[src/rtl/flash_audio_sequencer.sv]
// flash_audio_sequencer
//
// Reads 32-bit words from the flash reader one at a time and plays each word
// out as two 16-bit audio samples, one per sample tick. It handles
// play/pause, forward/reverse direction, restart and wrap-around inside the
// sample region [START_ADDR, END_ADDR].
//
// Ports:
//   clk, rst       system clock, synchronous active-high reset
//   sample_tick    one-cycle pulse per audio sample period
//   play           level, 1 = play, 0 = pause
//   dir            level, 0 = forward, 1 = reverse
//   restart        one-cycle pulse: jump to region start (fwd) or end (rev)
//   rd_read        read request to the flash reader (held until rd_valid)
//   rd_address     word address of the current read (always the registered addr)
//   rd_data        word returned by the flash reader
//   rd_valid       one-cycle pulse qualifying rd_data
//   sample         current audio sample
//   sample_strobe  one-cycle pulse when sample updates
//   underrun       one-cycle pulse: a played tick found no buffered sample
//   state_dbg      current FSM state, for observation only
//
// Reader handshake: rd_read rises one cycle after FETCH is entered and stays
// high until rd_valid is sampled high; it drops on the following edge.
// Exactly one rd_valid is expected per request; rd_valid outside WAIT_DATA
// is ignored.
module flash_audio_sequencer #(
  parameter int              ADDR_W     = 23,
  parameter logic [ADDR_W-1:0] START_ADDR = '0,
  parameter logic [ADDR_W-1:0] END_ADDR   = ADDR_W'(23'h7FFFF)
) (
  input  logic              clk,
  input  logic              rst,
  input  logic              sample_tick,
  input  logic              play,
  input  logic              dir,
  input  logic              restart,
  output logic              rd_read,
  output logic [ADDR_W-1:0] rd_address,
  input  logic [31:0]       rd_data,
  input  logic              rd_valid,
  output logic [15:0]       sample,
  output logic              sample_strobe,
  output logic              underrun,
  output logic [1:0]        state_dbg
);

  typedef enum logic [1:0] {
    FETCH       = 2'd0,
    WAIT_DATA   = 2'd1,
    FIRST_HALF  = 2'd2,
    SECOND_HALF = 2'd3
  } state_t;

  state_t            state, state_n;
  logic [ADDR_W-1:0] addr, addr_n;
  logic [31:0]       word_buf, word_buf_n;
  logic              word_dir, word_dir_n;
  logic              discard, discard_n;
  logic              rd_read_n;
  logic [15:0]       sample_n;
  logic              strobe_n;
  logic              underrun_n;

  logic              tick_play;
  logic [ADDR_W-1:0] restart_addr;
  logic [ADDR_W-1:0] advance_addr;
  logic [15:0]       first_half;
  logic [15:0]       second_half;

  // restart takes priority over a tick in the same cycle
  assign tick_play    = sample_tick & play & ~restart;
  assign restart_addr = dir ? END_ADDR : START_ADDR;

  // The advance uses the live dir, not the direction the word was captured with.
  always_comb begin
    advance_addr = addr;
    if (dir) advance_addr = (addr == START_ADDR) ? END_ADDR : addr - ADDR_W'(1);
    else     advance_addr = (addr == END_ADDR) ? START_ADDR : addr + ADDR_W'(1);
  end

  // A word captured in reverse plays its high half first, so reverse
  // playback is the exact mirror of forward playback.
  assign first_half  = word_dir ? word_buf[31:16] : word_buf[15:0];
  assign second_half = word_dir ? word_buf[15:0]  : word_buf[31:16];

  always_comb begin
    state_n    = state;
    addr_n     = addr;
    word_buf_n = word_buf;
    word_dir_n = word_dir;
    discard_n  = discard;
    rd_read_n  = rd_read;
    sample_n   = sample;
    strobe_n   = 1'b0;
    underrun_n = 1'b0;

    case (state)
      FETCH: begin
        if (restart) begin
          addr_n = restart_addr;
        end else begin
          rd_read_n = 1'b1;
          state_n   = WAIT_DATA;
        end
        if (tick_play) underrun_n = 1'b1;
      end

      WAIT_DATA: begin
        if (restart) addr_n = restart_addr;
        if (rd_valid) begin
          rd_read_n = 1'b0;
          if (discard || restart) begin
            // stale data for an abandoned address: re-read at the new addr
            discard_n = 1'b0;
            state_n   = FETCH;
          end else begin
            word_buf_n = rd_data;
            word_dir_n = dir;
            state_n    = FIRST_HALF;
          end
        end else if (restart) begin
          // the read in flight must still complete before a new one is issued
          discard_n = 1'b1;
        end
        if (tick_play) underrun_n = 1'b1;
      end

      FIRST_HALF: begin
        if (restart) begin
          addr_n  = restart_addr;
          state_n = FETCH;
        end else if (tick_play) begin
          sample_n = first_half;
          strobe_n = 1'b1;
          state_n  = SECOND_HALF;
        end
      end

      SECOND_HALF: begin
        if (restart) begin
          addr_n  = restart_addr;
          state_n = FETCH;
        end else if (tick_play) begin
          sample_n = second_half;
          strobe_n = 1'b1;
          addr_n   = advance_addr;
          state_n  = FETCH;
        end
      end

      default: state_n = FETCH;
    endcase
  end

  always_ff @(posedge clk) begin
    if (rst) begin
      state         <= FETCH;
      addr          <= START_ADDR;
      word_buf      <= '0;
      word_dir      <= 1'b0;
      discard       <= 1'b0;
      rd_read       <= 1'b0;
      sample        <= '0;
      sample_strobe <= 1'b0;
      underrun      <= 1'b0;
    end else begin
      state         <= state_n;
      addr          <= addr_n;
      word_buf      <= word_buf_n;
      word_dir      <= word_dir_n;
      discard       <= discard_n;
      rd_read       <= rd_read_n;
      sample        <= sample_n;
      sample_strobe <= strobe_n;
      underrun      <= underrun_n;
    end
  end

  assign rd_address = addr;
  assign state_dbg  = state;

endmodule

[config.mk]
export PLATFORM = sky130hd
export DESIGN_NAME = flash_audio_sequencer
export DESIGN_NICKNAME = d
export VERILOG_FILES = /design/src/rtl/flash_audio_sequencer.sv
export SDC_FILE = /design/constraint.sdc
export NUM_CORES = 1
export LEC_CHECK = 0
export ABC_AREA = 1
export BUFFER_PORTS_ARGS = -buffer_cell sky130_fd_sc_hd__buf_2
export CELL_PAD_IN_SITES_DETAIL_PLACEMENT = 0
export CELL_PAD_IN_SITES_GLOBAL_PLACEMENT = 1
export CORE_UTILIZATION = 34
export CTS_CLUSTER_SIZE = 10
export DETAILED_ROUTE_END_ITERATION = 16
export PLACE_DENSITY_LB_ADDON = 0.1
export SLEW_MARGIN = 20
export SYNTH_ARGS = -nofsm -noshare
export SYNTH_HDL_FRONTEND = slang
export SYNTH_SLANG_ARGS = --single-unit
[constraint.sdc]
create_clock -name clk -period 2.3 [get_ports clk]
set_clock_uncertainty 0.15 [all_clocks]
set_input_delay 0.46 -clock clk [delete_from_list [all_inputs] [get_ports clk]]
set_output_delay 0.46 -clock clk [all_outputs]
set_load 0.05 [all_outputs]
; ---- Yosys cells after proc, flatten, opt, wreduce, memory -nomap -nowiden
; Cells that the tools add are included.
[classes]
add_sub_neg = 2
n_eq_ne = 14
n_mux = 30
bitwise_logic = 6
reduce_logical = 17
[op_table]
columns = operator, n
row1 = $mux 23, 6
row2 = $mux 16, 6
row3 = $pmux 23 s2, 1
row4 = $pmux 16 s2, 1
row5 = $add 23x1->23 const B, 1
row6 = $eq 23x19->1 const B, 1
row7 = $logic_not 23->1, 1
row8 = $sub 23x1->23 const B, 1
row9 = $mux 19, 1
row10 = $mux 2, 7
row11 = $ne 2x2->1 const B, 6
row12 = $reduce_and 3->1, 3
row13 = $pmux 2 s4, 1
row14 = $mux 1, 6
row15 = $ne 3x3->1 const B, 2
row16 = $reduce_bool 2->1, 3
row17 = $reduce_or 2->1, 3
row18 = $reduce_or 3->1, 2
row19 = $reduce_and 5->1, 1
row20 = $eq 2x2->1 const B, 2
row21 = $ne 2x1->1 const B, 2
row22 = $not 1->1, 4
row23 = $reduce_and 4->1, 1
row24 = $and 1x1->1, 2
row25 = 5 further kinds, 5
[word_totals]
register_bits = 78
wordCells = 78

; ---- Longest topological paths before layout
[depth]
depth_word = 6
depth_mapped = 12

; ---- Least setup slack after synthesis
; OpenSTA, ideal clock, no wires.
[synth_timing]
kind = reg-to-reg
start = register addr[1], in the netlist rd_address[1]
end = register addr[13], in the netlist rd_address[13]
setup_time_ns = 0.109
arrival_ns = 1.946
setup_slack_ns = 0.096
path_stages_with_launch = 13
synth_period_minus_slack_ns = 2.204
path_cell_list = dfxtp_1 > ha_1 > nand3_2 > nor2_4 > nand2_2 > nor2_4 > nand4_4 > nand2_2 > inv_2 > nand2_1 > nand3_1 > nand2_1 > inv_1
[synth_between]
elab_chain_len = 6
elab_cells_between_ends = 10
[synth_lines]
columns = element, line_no
row1 = from (decl), 56  ; logic [ADDR_W-1:0] addr, addr_n;
row2 = from (signal assigned), 169  ; addr <= addr_n;
row3 = "$add 23x1->23, or another cell as far along", 79  ; else advance_addr = (addr == END_ADDR) ? START_ADDR : addr + ADDR_W'(1);
row4 = "$mux 23, on equally long branches", "79, 78"
row5 = $mux 23 *, 78  ; if (dir) advance_addr = (addr == START_ADDR) ? END_ADDR : addr - ADDR_W'(1);
row6 = $mux 23 *, 144  ; end else if (tick_play) begin
row7 = $mux 23 *, 141  ; if (restart) begin
row8 = $pmux 23 s2 *, 98  ; case (state)
; Every way passes the cells marked *; elsewhere a longest branch is shown, timed or not. The select of a mux whose other input is x is not followed.
; A chain may end at the register's enable or synchronous reset.

; ---- Worst setup path in the final report
[layout_timing]
start = register addr[0], in the netlist rd_address[0]
end = register addr[8], in the netlist rd_address[8]
; The elaborated chain is that of the path after synthesis.

==> metrics.txt <==
post-synthesis xor/xnor area fraction 3.32%; leakage 2.69 nW; Buffers on Ports 82; CTS tree built; All-Layer GR Usage 22.2%; post-synthesis cell area 4740 sq um; uppermost layer routed met4; largest net degree at the start of global routing 73; Seq cells post-synth 78; yosys warns 0; Worst-Margin Slew 0.704 ns; first drt pass iteration count 5; Worst R2R Start rd_address[0]; CP Capture Type register; H-tree Lvls 3; Fmax 471 MHz; Area after DPL 5410 sq um; Clk Latency, worst-skew pair 0.34 ns; simple-gate portion of the synthesized area 33.3%; top cell family by delay on the critical path simple AND/OR/NAND/NOR gates; Layout Nets 866; Synth-to-Final Area Change 20.4%; via count 5058; RD Place Congestion 0.951; Antenna diodes 0; Site Rows 42; Final Hold Vio Count 0; vias per std cell 5.03; initial antenna violation count 0; Buf/Inv on CP 3; die area 14400 sq um; Hold Crit Start rd_data[8]; DRC 0; drt initial violations 293; I/O pin count 83; adder-cell area share of the yosys netlist 0.791%; Root Buffer clkbuf_16; layout cells sized above 1 19.2%; post-synth cell types 34; remaining antenna violation count 0; Clock Tree Buf Depth 2; Startpoint Class register; largest family of logic cells by synthesized area simple AND/OR/NAND/NOR gates; CP startpoint rd_address[0]; max_cap viols 0; crit-path max FO 6; pwr/cell area 715 nW/um^2; Min-Delay Endpoint word_buf[8]; DR WL met3 976 um; Worst VDD drop 0.454 mV; WL final 15.6 mm; initial core utilization 35.4%; Avg Cell Area, Syn 6.38 sq um; Slowest-stage cell, CP dfxtp_1; WHS Path Cells 3; CTS Buf Count 9; cts hold-fix bufs 0; RR Endpoint rd_address[8]; M1 WL 7.58 mm; clk sink count 78; final worst path period need 2.12 ns; die width 120 um; worst setup path category register to register; final setup violation count 0; total negative slack 0 ns; CP cell instances buf_4, ha_1, nand3_2, nor2_4, nand2_2, nor2_4, nand4_4, nand2_2, inv_2, nand2_1, nand3_1, nand2_1, inv_1; postcts setup bufs 0; sequential fraction of the synthesis area 32.9%; slew margin rel. 53.0%; PnR Total Power 4.09 mW; total nets after synthesis 785; CTS clock-pin slew for the worst setup and hold paths 0.06 ns; status finished clean; Worst Hold Class input port to register; detailed-placement wirelength estimate 11.5 mm; GR Overflow Total 0; commonest non-fill, non-tap cell in the layout nand2_1; post-route design area 5710 sq um; RSZ-0062 raised after global routing no; Tcrit/Tclk final 92.3%; post-CTS sizing 0; reg-to-reg slack, setup 0.18 ns; post-synthesis mux area share 0%; commonest cells after routing, fill and taps aside nand2_1, nor2_1, inv_1, buf_2, dfxtp_1; Final Util 42.6%; WL/cell 15.5 um; Worst Path Arrival 2.22 ns; Slew Viols, Final 0; PnR worst setup slack 0.176 ns; Syn Inst Count 743; CP required 2.39 ns; Synth Area in Compound Gates 17.8%; vias in the first global route 4673; Core Box Area 13400 sq um; Place WS 0.186 ns; Met2 Wirelength 6.81 mm; largest stage delay on the critical path 0.33 ns; worst r2r path cells 13; first-pass GRT wire length 24.7 mm; die height 120 um
-- layout make-up --
class	instances	area (sq um)
Inverter	91	342
Clock buffer	11	243
Multi-Input combinational cell	530	2630
Timing Repair Buffer	114	663
Tap cell	176	220
Fill cell	1471	7690
Sequential cell	78	1560
Clock inverter	5	57.6
-- worst reg2reg max path, cell delays in order (launching register included) --
cell and delay [ns]:
dfxtp_1 0.33, buf_4 0.14, ha_1 0.23, nand3_2 0.17
nor2_4 0.14, nand2_2 0.08, nor2_4 0.13, nand4_4 0.16
nand2_2 0.15, inv_2 0.08, nand2_1 0.07, nand3_1 0.08
nand2_1 0.08, inv_1 0.04
-- metrics by stage --
stage                     hold slack [ns]  std cells
after detailed placement            0.297        989
after global placement              0.290        989
final                               0.191       1005
after CTS                           0.172       1005
after floorplan                     0.280        743
after global routing                0.194       1005
-- worst max path at each step --
stage                      to  slack, ns  cells past startpoint
2_1_floorplan  rd_address[13]        0.1                     12
3_3_place_gp    rd_address[7]       0.25                     13
3_5_place_dp    rd_address[8]       0.19                     13
4_1_cts         rd_address[8]       0.16                     13
5_1_grt         rd_address[9]       0.01                      7
6_report        rd_address[8]       0.18                     13
-- synth_stat cells, drive strengths merged --
| cell type | number | area (sq um) |
|---|---|---|
| o31ai | 1 | 7.51 |
| inv | 89 | 334 |
| nor3 | 3 | 26.3 |
| a31o | 1 | 8.76 |
| a21oi | 40 | 200 |
| xor2 | 17 | 149 |
| dfxtp | 78 | 1560 |
| o211ai | 33 | 248 |
| clkinv | 2 | 7.51 |
| and2 | 1 | 6.26 |
| nand4 | 16 | 115 |
| xnor2 | 1 | 8.76 |
| buf | 20 | 125 |
| nand3b | 1 | 7.51 |
| o211a | 1 | 10.0 |
| clkbuf | 24 | 97.6 |
| o21a | 1 | 7.51 |
| ha | 3 | 37.5 |
| nor4 | 1 | 6.26 |
| nand3 | 56 | 290 |
| nand2 | 162 | 623 |
| nor2 | 120 | 505 |
| o21ai | 72 | 360 |
-- report_power, final --
group          switching (mW)  total [mW]  internal, mW
clock network           0.597        1.47         0.873
registers              0.0958        1.57          1.47
logic                   0.743        1.05         0.305
total                    1.44        4.09          2.65
-- registers in the layout (all words and copies together), names as in the netlist, 2 cells and up --
register	count
rd_address	23
sample	16
state_dbg	2
word_buf	32
-- routing by layer --
metal	vias to the layer above	track usage, %
li1	2566	-
met1	2327	31.8
met2	152	33.9
met3	13	4.23
met4	0	5.47
met5	-	0
-- kinds of logic after synthesis --
kind of cell    Yosys count
fa+ha+maj                 3
flops                    78
compound gates          149
xor+xnor                 18
simple gates            360
buf+inv                 135
Note: power is estimated with default switching activity, not from simulation.
